`src/rtl/mmio_responder_if.sv`:
```
// CPU data-memory bus and UART byte handshakes for the MMIO responder.
interface mmio_responder_if;
  logic [31:0] addr;
  logic [31:0] wdata;
  logic        we;
  logic        re;
  logic        inst_retire;
  logic [31:0] rdata;
  logic [7:0]  uart_rx_data;
  logic        uart_rx_valid;
  logic        uart_rx_ready;
  logic [7:0]  uart_tx_data;
  logic        uart_tx_valid;
  logic        uart_tx_ready;

  modport master (
    output addr, wdata, we, re, inst_retire, uart_rx_data, uart_rx_valid, uart_tx_ready,
    input  rdata, uart_rx_ready, uart_tx_data, uart_tx_valid
  );

  modport slave (
    input  addr, wdata, we, re, inst_retire, uart_rx_data, uart_rx_valid, uart_tx_ready,
    output rdata, uart_rx_ready, uart_tx_data, uart_tx_valid
  );
endinterface

```
`src/rtl/mmio_responder.sv`:
```
// MMIO target for the 0x8000_00xx window: UART RX/TX byte buffers plus
// cycle and retired-instruction counters, with registered read data.
module mmio_responder #(
  parameter logic [31:0] BASE_ADDR = 32'h8000_0000,
  parameter int unsigned CNT_W     = 32
) (
  input logic              clk,
  input logic              rst,
  mmio_responder_if.slave  bus
);

  logic             rx_full;
  logic [7:0]       rx_buf;
  logic             tx_full;
  logic [7:0]       tx_buf;
  logic [CNT_W-1:0] cycle_cnt;
  logic [CNT_W-1:0] instr_cnt;
  logic [31:0]      rdata_q;
  logic [31:0]      rd_next;

  logic sel_ctrl, sel_rx, sel_tx, sel_cyc, sel_ins, sel_rst;
  logic rx_accept, rx_pop, tx_done, tx_accept, cnt_clear;

  logic unused_wdata;
  assign unused_wdata = ^bus.wdata[31:8];

  assign sel_ctrl = (bus.addr == BASE_ADDR + 32'h00);
  assign sel_rx   = (bus.addr == BASE_ADDR + 32'h04);
  assign sel_tx   = (bus.addr == BASE_ADDR + 32'h08);
  assign sel_cyc  = (bus.addr == BASE_ADDR + 32'h10);
  assign sel_ins  = (bus.addr == BASE_ADDR + 32'h14);
  assign sel_rst  = (bus.addr == BASE_ADDR + 32'h18);

  assign bus.uart_rx_ready = ~rx_full & ~rst;
  assign bus.uart_tx_valid = tx_full;
  assign bus.uart_tx_data  = tx_buf;
  assign bus.rdata         = rdata_q;

  // Ready is low while full, so accept and pop are mutually exclusive.
  assign rx_accept = bus.uart_rx_valid & bus.uart_rx_ready;
  assign rx_pop    = bus.re & sel_rx & rx_full;
  assign tx_done   = tx_full & bus.uart_tx_ready;
  assign tx_accept = bus.we & sel_tx & (~tx_full | bus.uart_tx_ready);
  assign cnt_clear = bus.we & sel_rst;

  always_comb begin
    rd_next = '0;
    if (sel_ctrl)     rd_next = {30'b0, rx_full, ~tx_full};
    else if (sel_rx)  rd_next = {24'b0, rx_buf};
    else if (sel_cyc) rd_next = 32'(cycle_cnt);
    else if (sel_ins) rd_next = 32'(instr_cnt);
  end

  always_ff @(posedge clk) begin
    if (rst) begin
      rdata_q   <= '0;
      rx_full   <= 1'b0;
      rx_buf    <= '0;
      tx_full   <= 1'b0;
      tx_buf    <= '0;
      cycle_cnt <= '0;
      instr_cnt <= '0;
    end else begin
      if (bus.re) rdata_q <= rd_next;

      if (rx_accept) begin
        rx_buf  <= bus.uart_rx_data;
        rx_full <= 1'b1;
      end else if (rx_pop) begin
        rx_full <= 1'b0;
      end

      if (tx_accept) begin
        tx_buf  <= bus.wdata[7:0];
        tx_full <= 1'b1;
      end else if (tx_done) begin
        tx_full <= 1'b0;
      end

      if (cnt_clear) begin
        cycle_cnt <= '0;
        instr_cnt <= '0;
      end else begin
        cycle_cnt <= cycle_cnt + CNT_W'(1);
        instr_cnt <= instr_cnt + CNT_W'(bus.inst_retire);
      end
    end
  end

endmodule

```
`src/flat_wrapper.sv`:
```
// flat-port wrapper written by rule: the top's interface ports become plain ports
module mmio_responder_flat 
#(
  parameter logic [31:0] BASE_ADDR = 32'h8000_0000,
  parameter int unsigned CNT_W     = 32
)
  (clk, rst, bus_addr, bus_wdata, bus_we, bus_re, bus_inst_retire, bus_uart_rx_data, bus_uart_rx_valid, bus_uart_tx_ready, bus_rdata, bus_uart_rx_ready, bus_uart_tx_data, bus_uart_tx_valid);
  mmio_responder_if bus_i ();
  input logic clk;
  input logic rst;
  input wire logic [$bits(bus_i.addr)-1:0] bus_addr;
  input wire logic [$bits(bus_i.wdata)-1:0] bus_wdata;
  input wire logic [$bits(bus_i.we)-1:0] bus_we;
  input wire logic [$bits(bus_i.re)-1:0] bus_re;
  input wire logic [$bits(bus_i.inst_retire)-1:0] bus_inst_retire;
  input wire logic [$bits(bus_i.uart_rx_data)-1:0] bus_uart_rx_data;
  input wire logic [$bits(bus_i.uart_rx_valid)-1:0] bus_uart_rx_valid;
  input wire logic [$bits(bus_i.uart_tx_ready)-1:0] bus_uart_tx_ready;
  output wire logic [$bits(bus_i.rdata)-1:0] bus_rdata;
  output wire logic [$bits(bus_i.uart_rx_ready)-1:0] bus_uart_rx_ready;
  output wire logic [$bits(bus_i.uart_tx_data)-1:0] bus_uart_tx_data;
  output wire logic [$bits(bus_i.uart_tx_valid)-1:0] bus_uart_tx_valid;
  assign bus_i.addr = bus_addr;
  assign bus_i.wdata = bus_wdata;
  assign bus_i.we = bus_we;
  assign bus_i.re = bus_re;
  assign bus_i.inst_retire = bus_inst_retire;
  assign bus_i.uart_rx_data = bus_uart_rx_data;
  assign bus_i.uart_rx_valid = bus_uart_rx_valid;
  assign bus_i.uart_tx_ready = bus_uart_tx_ready;
  assign bus_rdata = bus_i.rdata;
  assign bus_uart_rx_ready = bus_i.uart_rx_ready;
  assign bus_uart_tx_data = bus_i.uart_tx_data;
  assign bus_uart_tx_valid = bus_i.uart_tx_valid;
  mmio_responder #(.BASE_ADDR(BASE_ADDR), .CNT_W(CNT_W)) u_core (.clk(clk), .rst(rst), .bus(bus_i));
endmodule
```
`config.mk`:
```
export PLATFORM = sky130hd
export DESIGN_NAME = mmio_responder_flat
export DESIGN_NICKNAME = d
export VERILOG_FILES = /design/src/rtl/mmio_responder_if.sv /design/src/rtl/mmio_responder.sv /design/src/flat_wrapper.sv
export SDC_FILE = /design/constraint.sdc
export NUM_CORES = 1
export LEC_CHECK = 0
export ABC_AREA = 1
export CORE_ASPECT_RATIO = 1.4
export CORE_MARGIN = 2
export CORE_UTILIZATION = 45
export DETAILED_ROUTE_END_ITERATION = 16
export PLACE_DENSITY_LB_ADDON = 0.15
export SLEW_MARGIN = 10
export SYNTH_ARGS = -nofsm -noshare
export SYNTH_HDL_FRONTEND = slang
export SYNTH_SLANG_ARGS = --single-unit
```
`constraint.sdc`:
```
create_clock -name clk -period 2.2 [get_ports clk]
set_clock_uncertainty 0.2 [all_clocks]
set_input_delay 0.22 -clock clk [delete_from_list [all_inputs] [get_ports clk]]
set_output_delay 0.22 -clock clk [all_outputs]
set_load 0.005 [all_outputs]
```
### Word-level counts from Yosys, hierarchy flattened

Index checks and enable logic that the tools add are counted.

* output and inout bits: 42
* register bits after elaboration: 114
* bits of input ports: 79
* logic and storage cells: 38

* eq/ne operators: 6
* add/subtract/negate cells: 2
* reduce and logical (&&, ||, !) cells: 3
* mux-type cells: 8
* bitwise logic cells: 12

Operator list (number)
* == test 32 bit, second input constant: 6
* 2-to-1 mux 32 bit: 4
* adder 32 x 1 -> 32 bit: 1
* adder 32 x 1 -> 32 bit, second input constant: 1
* AND 1 bit: 8
* 2-to-1 mux 1 bit: 4
* nonzero test 2 bit: 2
* inverter 1 bit: 3
* OR reduction 2 bit: 1
* bitwise OR 1 bit: 1

### Depth between registers and ports, before layout

* depth after elaboration: 5
* mapped depth: 12
* gate-level depth less buffers: 11

### Worst setup path before layout

OpenSTA, ideal clock, no wires.

* path type: flip-flop to flip-flop
* start point: register u_core.instr_cnt[0]
* end point: register u_core.instr_cnt[18]
* period minus slack after synthesis: 1861 ps
* slack: 339 ps
* stages on the path, launching flop included: 12
* path buffers: 0
* data required time: 1870 ps
* arrival time: 1531 ps
* path through: dfxtp_1 > ha_1 > ha_1 > nand2_1 > inv_2 > nand2_1 > nor2_2 > nand2_1 > nor2_2 > nand4_1 > nor2_1 > nor3b_2

* cells in the longest elaborated chain, start to end: 1

Ends and longest elaborated chain
* from (decl): RTL line mmio_responder.sv:17 `logic [CNT_W-1:0] instr_cnt;`
* from (signal assigned): RTL line mmio_responder.sv:85 `instr_cnt <= instr_cnt + CNT_W'(bus.inst_retire);`
* adder 32 x 1 -> 32 bit: RTL line mmio_responder.sv:85

Every way passes these cells.
A chain may end at the register's enable or synchronous reset.

### Final worst setup path

* start point: register u_core.instr_cnt[0]
* end point: register u_core.instr_cnt[20]

Same word-level chain as after synthesis.

==> impl_metrics.csv <==
group,metric,value,unit
synthesis,synth_top_family_by_area,"simple AND/OR/NAND/NOR gates",
synthesis,synth.avg_cell_area,6.760,um2
synthesis,ys_seq_area_share,38.94,%
synthesis,syn_inst,867,
route,drt_first_pass_iters,5,
route,drt-initial-drc-count,393,
synthesis,synth_area_leader_cell,"dfxtp_1",
synthesis,syn-num-nets,949,
sta,relSlewSlack,66.51,%
synthesis,synthAdderAreaFrac,0.6405,%
critical_path,start_kind,"register",
power_and_ir_drop,leakage,2.753,nW
power_and_ir_drop,irDropWorstVdd,0.0005117,V
cts,cts_tree,"done",
floorplan,num_rows,49,
global_routing,first_global_vias,5719,
global_routing,antenna_found_initial,0,
layout,drive_gt1_share,10.35,%
cts,clock_tree.buffer_depth,2,
critical_path,path_delay_family,"simple AND/OR/NAND/NOR gates",
floorplan,die-area,13970,um2
synthesis,async_flop_share,0,%
cts,cts_resized,0,
global_routing,grt_overflow,0,
global_routing,grt_pass1_wl,27.19,mm
critical_path,path_class,"register to register",
critical_path,crit_buf_inv,1,
layout,antennaDiodeCount,0,
global_routing,grt_start_max_net_pins,36,
synthesis,synth_top_area_share,38.94,%
layout,syn_to_final_growth,32.28,%
sta,post-route-period-util,89.06,%
route,drc,0,
synthesis,synth.area.mux_share,0,%
cts,numCtsBuffers,17,
sta,finalHoldViolations,0,
layout,final_core_util,60.50,%
hold_path,holdCritStartpoint,"rst",
sta,slew_violations,0,
cts,clk_latency,0.42,ns
layout,nets,1075,
synthesis,synthMostInstantiatedCell,"nand2_1",
cts,h-tree-depth,4,
flow_run,cap_violations,0,
synthesis,ys_seq_elements,114,
critical_path,cpPeakStageDelay,0.34,ns
cts,cts_root_buf,"clkbuf_16",
sta,clock.fmax,510.4,MHz
critical_path,cp.required,2.30,ns
synthesis,synth_xor_area_share,1.943,%
placed_design,gp_congestion,0.9255,
critical_path,cp-startpoint,"u_core.instr_cnt[0]",
synthesis,synth_compound_area_share,10.08,%
power_and_ir_drop,total_power,5.056,mW
critical_path,critical_path_arrival,2.06,ns
route,antenna_left,0,
sta,worst_pin_slew,0.4981,ns
route,totalWireLength,16.63,mm
synthesis,synthTopCellsByCount,"nand2_1, dfxtp_1, inv_1, nor2_1, a21oi_1",
synthesis,netlist_area,5861,um2
sta,setup-violations-final,0,
floorplan,fp.dieH,139.0,um
cts,cts_setup_buffers,0,
floorplan,io_pins,121,
status,outcome,"complete, no violations",
hold_path,hold_path.class,"input pin to register",
power_and_ir_drop,powerDensity,652.1,nW/um2
cts,path_clk_slew,0.05,ns
global_routing,groute.usage.overall,24.49,%
synthesis,ys_top_cells_by_area,"dfxtp_1, nand2_1, inv_1",
sta,finalCriticalPeriod,1.959,ns
synthesis,synth_enable_flop_cells,0,
cts,hold_buffers,0,
synthesis,synth_cell_type_count,40,
floorplan,initial_core_util,45.74,%
floorplan,core-area,12810,um2
route,via_count,5987,
critical_path,r2r-start,"u_core.instr_cnt[0]",
sta,rsz0062_at_grt,"no",
placed_design,hpwl,12.76,mm
synthesis,synth_warnings,0,
cts,cts_sinks,114,
floorplan,die_w,100.5,um
route,vias_per_cell,5.170,
route,wl_per_cell,14.36,um
synthesis,yosys_most_used_dff,"dfxtp_1",
synthesis,synthSimpleGateAreaFrac,39.03,%
critical_path,cpMaxStageDelayCell,"dfxtp_1",
critical_path,critPathMaxFanout,4,
critical_path,worst_setup_path_end_kind,"register",
placed_design,io_buffers,96,
critical_path,cp_common_cell,"nand2_1",
critical_path,path_cells,"ha_1 > ha_1 > nand2_1 > inv_2 > nand2_1 > nor2_2 > nand2_1 > nor2_2 > nand3_1 > o21ai_0 > a21oi_1",
==> layout by cell type, fill, tap and decap left out, types with 4 or more instances in the layout <==
| cell type | Yosys | layout |
|---|---|---|
| nor2_1 | 98 | 98 |
| inv_2 | 5 | 5 |
| clkbuf_1 | 9 | 5 |
| buf_4 | 1 | 29 |
| nor4_1 | 18 | 18 |
| nand4_1 | 21 | 21 |
| o22ai_1 | 22 | 22 |
| nor3_1 | 41 | 41 |
| clkbuf_16 | 0 | 17 |
| o21ai_0 | 11 | 11 |
| nor2_4 | 6 | 6 |
| nand2_1 | 229 | 229 |
| clkdlybuf4s50_1 | 0 | 95 |
| xor2_1 | 10 | 10 |
| dfxtp_1 | 114 | 114 |
| a21oi_1 | 65 | 65 |
| clkbuf_8 | 0 | 4 |
| nand3_1 | 47 | 47 |
| nand2_2 | 7 | 7 |
| o21ai_1 | 5 | 5 |
| buf_12 | 0 | 5 |
| or2_2 | 5 | 5 |
| nor2_2 | 7 | 7 |
| inv_1 | 100 | 100 |
==> final timing paths <==
kind                              endpoint  slack [ns]  depth (start not counted)
hold reg to reg       u_core.bus.rdata[25]        0.26                          2
setup / recovery      u_core.instr_cnt[20]        0.24                         11
hold / removal    u_core.bus.uart_tx_valid        0.04                          3
setup reg to reg      u_core.instr_cnt[20]        0.24                         11
==> tightest hold or removal path, stage by stage <==
cell and delay, ns:
buf_2 0.15, buf_4 0.19, nor2_1 0.05
==> per-layer routing <==
layer | part of all wire, % | routed length [um] | track usage (%)
met1 | 41 | 6767 | 27.42
met2 | 52 | 8605 | 44.72
met3 | 5.1 | 849 | 4.839
met4 | 2.5 | 408 | 9.445
met5 | 0 | 0 | 0
==> power breakdown <==
part	switching [mW]	total, mW	internal, mW
Sequential	0.0147	2.10	2.09
Clock	0.922	2.69	1.77
Combinational	0.122	0.259	0.136
Total	1.06	5.06	4.00
==> cells by family after synthesis <==
| kind of cell | Yosys count |
|---|---|
| AND/OR/NAND/NOR | 499 |
| buffers and inverters | 130 |
| flip-flops | 114 |
| AO/OA/AOI/OAI | 108 |
| XOR/XNOR | 13 |
| adder cells (fa/ha/maj) | 3 |
==> layout make-up <==
cell class	count	area, um2
clock buffer	26	499.2
clock inverter	5	75.07
fill	1212	5061
inverter	107	401.6
multi-input combinational	623	3029
sequential	114	2282
tap	153	191.4
timing repair buffer	130	1274
==> state kept, by name (all words and copies together) (netlist names) <==
| name | flops |
|---|---|
| u_core.instr_cnt | 32 |
| u_core.bus.rdata | 32 |
| u_core.cycle_cnt | 32 |
| u_core.rx_buf | 8 |
| u_core.rx_full | 1 |
| u_core.bus.uart_tx_valid | 1 |
| u_core.bus.uart_tx_data | 8 |
==> per-stage QoR <==
stage	hold WS (ns)	worst slack [ns]	setup TNS [ns]	std cells	instance area, um2
after floorplan	0.1305	0.3392	0	867	5861
after global placement	0.2476	-0.05874	-0.3597	1127	7178
after detailed placement	0.2533	-0.08400	-1.026	1127	7178
after CTS	0.04512	0.2378	0	1158	7752
after global routing	0.08353	0.04925	0	1158	7752
final	0.04097	0.2407	0	1158	7752
No activity file was read; power rests on OpenSTA's default activity.
